<file path="src/rtl/wb_stage.sv">
// -----------------------------------------------------------------------------
// wb_stage -- writeback end of the register-file write port.
//
// Holds the MEM/WB pipeline register. Non-load instructions write back the
// cycle after they are accepted, one per cycle. A load parks the stage in
// WAIT_LOAD until the data memory answers; the returned word is then aligned
// and sign/zero-extended before it is written. A load that never gets an
// answer is abandoned after LOAD_TIMEOUT wait cycles and flagged on load_err.
//
// Parameters:
//   LOAD_TIMEOUT  wait cycles before a load is abandoned (0 = wait forever)
//   TO_W          timeout counter width, 2**TO_W > LOAD_TIMEOUT
//
// Optional feature (compile-time macro WB_INSTRET_EN):
//   defined   -> instret counts retired instructions (64-bit, wraps)
//   undefined -> instret is tied to zero
//
// Ports:
//   clk, rst                 rising-edge clock, async active-high reset
//   mem_valid / mem_ready    handshake from MEM; ready only in IDLE
//   mem_reg_write            instruction writes rd
//   mem_memtoreg             instruction is a load
//   mem_rd                   destination register
//   mem_funct3               load width/sign (LB/LH/LW/LBU/LHU)
//   mem_result               ALU/link result, or load address for loads
//   dmem_rvalid, dmem_rdata  load response from data memory
//   reg_write, rd_wb, wd     register-file write port (registered)
//   load_err                 one-cycle pulse on load timeout
//   instret                  retired-instruction count
// -----------------------------------------------------------------------------
module wb_stage #(
  parameter int LOAD_TIMEOUT = 16,
  parameter int TO_W         = 5
) (
  input  logic        clk,
  input  logic        rst,
  input  logic        mem_valid,
  output logic        mem_ready,
  input  logic        mem_reg_write,
  input  logic        mem_memtoreg,
  input  logic [4:0]  mem_rd,
  input  logic [2:0]  mem_funct3,
  input  logic [31:0] mem_result,
  input  logic        dmem_rvalid,
  input  logic [31:0] dmem_rdata,
  output logic        reg_write,
  output logic [4:0]  rd_wb,
  output logic [31:0] wd,
  output logic        load_err,
  output logic [63:0] instret
);

  typedef enum logic [0:0] {IDLE, WAIT_LOAD} state_t;

  // Counter value seen in the last wait cycle before the load is abandoned.
  localparam logic [TO_W-1:0] TO_LAST =
    TO_W'((LOAD_TIMEOUT > 0) ? LOAD_TIMEOUT - 1 : 0);

  state_t          state, state_nx;
  logic [4:0]      ld_rd, ld_rd_nx;
  logic [2:0]      ld_f3, ld_f3_nx;
  logic [1:0]      ld_off, ld_off_nx;
  logic            ld_rw, ld_rw_nx;
  logic [TO_W-1:0] to_cnt, to_cnt_nx;
  logic            reg_write_nx, load_err_nx;
  logic [4:0]      rd_wb_nx;
  logic [31:0]     wd_nx;
  logic            timeout_hit;
  logic [7:0]      ld_byte;
  logic [15:0]     ld_half;
  logic [31:0]     load_ext;

  assign mem_ready = (state == IDLE);

  // A response in the final wait cycle still wins: dmem_rvalid is tested
  // before timeout_hit in the next-state logic.
  assign timeout_hit = (LOAD_TIMEOUT > 0) && (to_cnt == TO_LAST);

  // Load alignment and extension.
  always_comb begin
    // NOTE: every signal written in always_comb gets a default first, so no
    // path through the block leaves it unassigned and infers a latch.
    ld_byte  = dmem_rdata[7:0];
    ld_half  = ld_off[1] ? dmem_rdata[31:16] : dmem_rdata[15:0];
    load_ext = dmem_rdata;
    case (ld_off)
      2'd1:    ld_byte = dmem_rdata[15:8];
      2'd2:    ld_byte = dmem_rdata[23:16];
      2'd3:    ld_byte = dmem_rdata[31:24];
      default: ld_byte = dmem_rdata[7:0];
    endcase
    case (ld_f3)
      3'b000:  load_ext = {{24{ld_byte[7]}}, ld_byte};
      3'b100:  load_ext = {24'd0, ld_byte};
      3'b001:  load_ext = {{16{ld_half[15]}}, ld_half};
      3'b101:  load_ext = {16'd0, ld_half};
      default: load_ext = dmem_rdata;
    endcase
  end

  // Next-state and next-output logic.
  always_comb begin
    state_nx     = state;
    ld_rd_nx     = ld_rd;
    ld_f3_nx     = ld_f3;
    ld_off_nx    = ld_off;
    ld_rw_nx     = ld_rw;
    to_cnt_nx    = to_cnt;
    reg_write_nx = 1'b0;
    load_err_nx  = 1'b0;
    rd_wb_nx     = rd_wb;
    wd_nx        = wd;

    case (state)
      IDLE: begin
        if (mem_valid) begin
          if (mem_memtoreg) begin
            ld_rd_nx  = mem_rd;
            ld_f3_nx  = mem_funct3;
            ld_off_nx = mem_result[1:0];
            ld_rw_nx  = mem_reg_write;
            to_cnt_nx = '0;
            state_nx  = WAIT_LOAD;
          end else begin
            reg_write_nx = mem_reg_write && (mem_rd != 5'd0);
            rd_wb_nx     = mem_rd;
            wd_nx        = mem_result;
          end
        end
      end
      WAIT_LOAD: begin
        if (dmem_rvalid) begin
          reg_write_nx = ld_rw && (ld_rd != 5'd0);
          rd_wb_nx     = ld_rd;
          wd_nx        = load_ext;
          state_nx     = IDLE;
        end else if (timeout_hit) begin
          load_err_nx = 1'b1;
          state_nx    = IDLE;
        end else begin
          to_cnt_nx = to_cnt + 1'b1;
        end
      end
      default: state_nx = IDLE;
    endcase
  end

  always_ff @(posedge clk or posedge rst) begin
    // NOTE: sequential state is updated with non-blocking assignments so every
    // register samples pre-edge values regardless of statement order.
    if (rst) begin
      state     <= IDLE;
      ld_rd     <= '0;
      ld_f3     <= '0;
      ld_off    <= '0;
      ld_rw     <= 1'b0;
      to_cnt    <= '0;
      reg_write <= 1'b0;
      load_err  <= 1'b0;
      rd_wb     <= '0;
      wd        <= '0;
    end else begin
      state     <= state_nx;
      ld_rd     <= ld_rd_nx;
      ld_f3     <= ld_f3_nx;
      ld_off    <= ld_off_nx;
      ld_rw     <= ld_rw_nx;
      to_cnt    <= to_cnt_nx;
      reg_write <= reg_write_nx;
      load_err  <= load_err_nx;
      rd_wb     <= rd_wb_nx;
      wd        <= wd_nx;
    end
  end

`ifdef WB_INSTRET_EN
  logic        retire;
  logic [63:0] instret_q;

  // Every accepted non-load retires at once; a load retires when it either
  // gets its data or is abandoned.
  assign retire = ((state == IDLE) && mem_valid && !mem_memtoreg) ||
                  ((state == WAIT_LOAD) && (dmem_rvalid || timeout_hit));

  always_ff @(posedge clk or posedge rst) begin
    if (rst)         instret_q <= '0;
    else if (retire) instret_q <= instret_q + 64'd1;
  end

  assign instret = instret_q;
`else
  assign instret = '0;
`endif

endmodule

</file>
<file path="config.mk">
export PLATFORM = sky130hd
export DESIGN_NAME = wb_stage
export DESIGN_NICKNAME = d
export VERILOG_FILES = /design/src/rtl/wb_stage.sv
export SDC_FILE = /design/constraint.sdc
export NUM_CORES = 1
export LEC_CHECK = 0
export CAP_MARGIN = 20
export CELL_PAD_IN_SITES_DETAIL_PLACEMENT = 1
export CELL_PAD_IN_SITES_GLOBAL_PLACEMENT = 1
export CORE_ASPECT_RATIO = 1.1
export CORE_MARGIN = 2
export CORE_UTILIZATION = 29
export CTS_CLUSTER_DIAMETER = 80
export DETAILED_ROUTE_END_ITERATION = 6
export PLACE_DENSITY = 0.82
export SYNTH_ARGS = -nofsm -noshare
export SYNTH_HDL_FRONTEND = slang
export SYNTH_SLANG_ARGS = --single-unit
export TNS_END_PERCENT = 10
</file>
<file path="constraint.sdc">
create_clock -name clk -period 2.3 [get_ports clk]
set_input_delay 0.46 -clock clk [delete_from_list [all_inputs] [get_ports clk]]
set_output_delay 0.46 -clock clk [all_outputs]
set_load 0.03 [all_outputs]
</file>
==> impl_metrics.tcl, run 1 <==
set metrics [dict create \
    num_rows 43 \
    port_buffers 117 \
    cp-end-kind "output pin" \
    synthFlopType "dfrtp_1" \
    synth.area.top_cells "dfrtp_1 38%, buf_4 13%, a21oi_1 5.0%" \
    cts-root-buf "clkbuf_16" \
    required_ps 1840 \
    cap_viol_max_count 0 \
    worstSetupStartpointType "register" \
    viasPerCell 4.987 \
    hold_viol 0 \
    fin_skew_ps 7.174 \
    grt_pass1_vias 3632 \
    drive_gt1_frac 0.09665 \
    antenna_found_initial 0 \
    r2r_setup_slack_ps 250 \
    io_pins 182 \
    dp.cells 687 \
    cp_data_arrival_time_ps 1620 \
    dieHeight_um 122.5 \
    drt-pass1-iter-count 4 \
    crit_type "reg2out" \
    slew_violations 0 \
    cts-buffers-inserted 5 \
    wire_per_inst_um 18.07 \
    postRouteWirelength_mm 12.56 \
    final_area_um2 5081 \
    async_flop_share 1.000 \
    detail-route-antenna-nets 0 \
    diodes 0 \
    grt_max_degree 45 \
    leakagePower_nw 2.203 \
    nFillCells 1472 \
    overflow 0 \
    gr-usage-all-layers 0.1787 \
    period_minus_slack_ps 2083 \
    cp_max_fo 6 \
    syn_inst 419 \
    fmax_mhz 480.0 \
    core_area_um2 12540 \
    ctsHoldBuffers 0 \
    placed_area_um2 4935 \
    vias 3466 \
    clk_pin_slew_ps 70 \
    synth_top_area_frac 0.3785 \
    cts.sinks 56 \
    regArea_um2 1401 \
    syn_area_um2 3702 \
    fin_util 0.4053 \
    multi_input_area_um2 1896 \
    r2r_cells 7 \
    die_w_um 111.7 \
    clk_path_buf_depth 2 \
    syn2layout_area_growth_pct 37.24 \
    die-area_um2 13690 \
    timing.rr.start "to_cnt[0]" \
    setup_viol 0 \
    drt_iter0_drc 180 \
    ys_top_cells_by_count "65 x buf_4, 56 x dfrtp_1, 46 x nand2_1" \
    post_cts_buffers 0 \
    ys_seq_elements 56 \
    rr_endpoint "to_cnt[2]" \
    layout.nets 617 \
    cts_tree "done" \
    power_mw 4.280 \
    grt_pass1_wl_mm 19.38 \
    status "completed" \
    yosys_warnings 0 \
    gp_congestion 0.8872 \
    start_util 0.2953 \
    seq_area_frac_synth 0.3785 \
    yosysMostFrequentCell "buf_4" \
    dp_hpwl_mm 9.754 \
    power.density_nw_per_um2 842.3 \
    syn_avg_cell_area_um2 8.836 \
    ctsResizeCount 0 \
    fin_crit_sh 0.9059 \
    clk_latency_ps 300 \
    hold_class "in2async" \
    finalSetupTns_ps 0 \
    final-instance-count-excl-fill 695 \
    ir_worst_vdd_mv 0.3609 \
    synth_edf_count 0 \
    yosys.area.top_type "dfrtp_1" \
    post-route-drc-count 0 \
    rsz0062_at_grt "no" \
    synth_cell_types 46 \
    htree_num_levels 2 \
]
## cells in the final DEF, fill, tap and decap left out, drive strengths merged, types with 2 or more instances in the layout
| cell type | synthesis | routed |
|---|---|---|
| buf | 77 | 26 |
| nor3b | 3 | 3 |
| o2111ai | 6 | 6 |
| and3 | 2 | 2 |
| o22a | 7 | 7 |
| o21ai | 21 | 21 |
| o22ai | 2 | 2 |
| o211ai | 3 | 3 |
| clkdlybuf4s50 | 0 | 117 |
| o221a | 2 | 2 |
| nand4 | 5 | 5 |
| a21oi | 37 | 37 |
| nand3 | 11 | 11 |
| nor2 | 22 | 22 |
| clkbuf | 18 | 8 |
| or4 | 2 | 2 |
| a31oi | 6 | 6 |
| inv | 9 | 9 |
| dfrtp | 56 | 56 |
| nand2b | 6 | 6 |
| ha | 2 | 2 |
| or3b | 2 | 2 |
| a2bb2oi | 12 | 12 |
| nor3 | 2 | 2 |
| a41oi | 12 | 12 |
| nand2 | 46 | 46 |
| conb | 1 | 64 |
| o21bai | 2 | 2 |
| nand3b | 2 | 2 |
| a22o | 5 | 5 |
| and2 | 4 | 4 |
| mux2i | 14 | 14 |
| mux2 | 11 | 11 |
## critical path: stages (launching register included)
cell and delay [ps]:
dfrtp_1 410, buf_4 180, clkinv_1 70, clkdlybuf4s50_1 670
## worst max-delay path by stage
stage / startpoint / end / slack [ps] / depth (start not counted)
final: state / mem_ready / 220 / 3
after global routing: to_cnt[0] / to_cnt[2] / 90 / 7
after CTS: state / mem_ready / 180 / 3
after detailed placement: dmem_rdata[31] / wd[10] / 90 / 5
after global placement: dmem_rdata[31] / wd[10] / 120 / 5
after floorplan: to_cnt[0] / to_cnt[2] / 390 / 7
## power breakdown
group / switching, mW / total (mW) / internal, mW
clock: 0.360 / 0.797 / 0.436
sequential: 0.198 / 1.43 / 1.23
combinational: 1.20 / 2.06 / 0.858
total: 1.76 / 4.28 / 2.52
## metrics by stage
step	setup WS [ps]	hold slack, ps
after floorplan	388.3	464.9
final	216.5	423.3
after global placement	118.1	470.9
after global routing	92.16	441.7
after detailed placement	90.21	487.3
after CTS	182.8	426.9
## cell families (layout without fill, tap and decap cells)
| group | count (synthesis) | count (layout) | share of synthesized area |
|---|---|---|---|
| AO/OA/AOI/OAI | 120 | 120 | 0.2190 |
| XOR/XNOR | 1 | 1 | 0.002366 |
| flip-flops | 56 | 56 | 0.3785 |
| adder cells (fa/ha/maj) | 2 | 2 | 0.006758 |
| other | 1 | 64 | 0.001013 |
| AND/OR/NAND/NOR | 108 | 108 | 0.1379 |
| multiplexers | 26 | 26 | 0.07739 |
| buffers and inverters | 105 | 161 | 0.1771 |
## metal layers
| metal | share of wire | GRT usage |
|---|---|---|
| met5 | 0 | 0 |
| met4 | 0.018 | 0.05170 |
| met3 | 0.064 | 0.04543 |
| met2 | 0.53 | 0.3337 |
| met1 | 0.39 | 0.2015 |
## state kept, by name, summed over array words and instances, names as in the netlist
| name | flops |
|---|---|
| to_cnt | 5 |
| rd_wb | 5 |
| ld_off | 2 |
| ld_rw | 1 |
| state | 1 |
| load_err | 1 |
| ld_f3 | 3 |
| wd | 32 |
| reg_write | 1 |
| ld_rd | 5 |
## final cells by class
cell class                      instances  area share
Tap cell                              157     0.03866
Clock buffer                            8     0.02881
Timing Repair Buffer                  143      0.2763
Inverter                               10    0.007387
Sequential cell                        56      0.2758
Multi-Input combinational cell        321      0.3731
Power figures use the tool's default switching activity.
==> run 2: changes to the inputs <==
ABC_CLOCK_PERIOD_IN_PS = 2300   (was default)
==> results of run 2 <==
Final layout, timing and power as in run 1 (identical DEF).
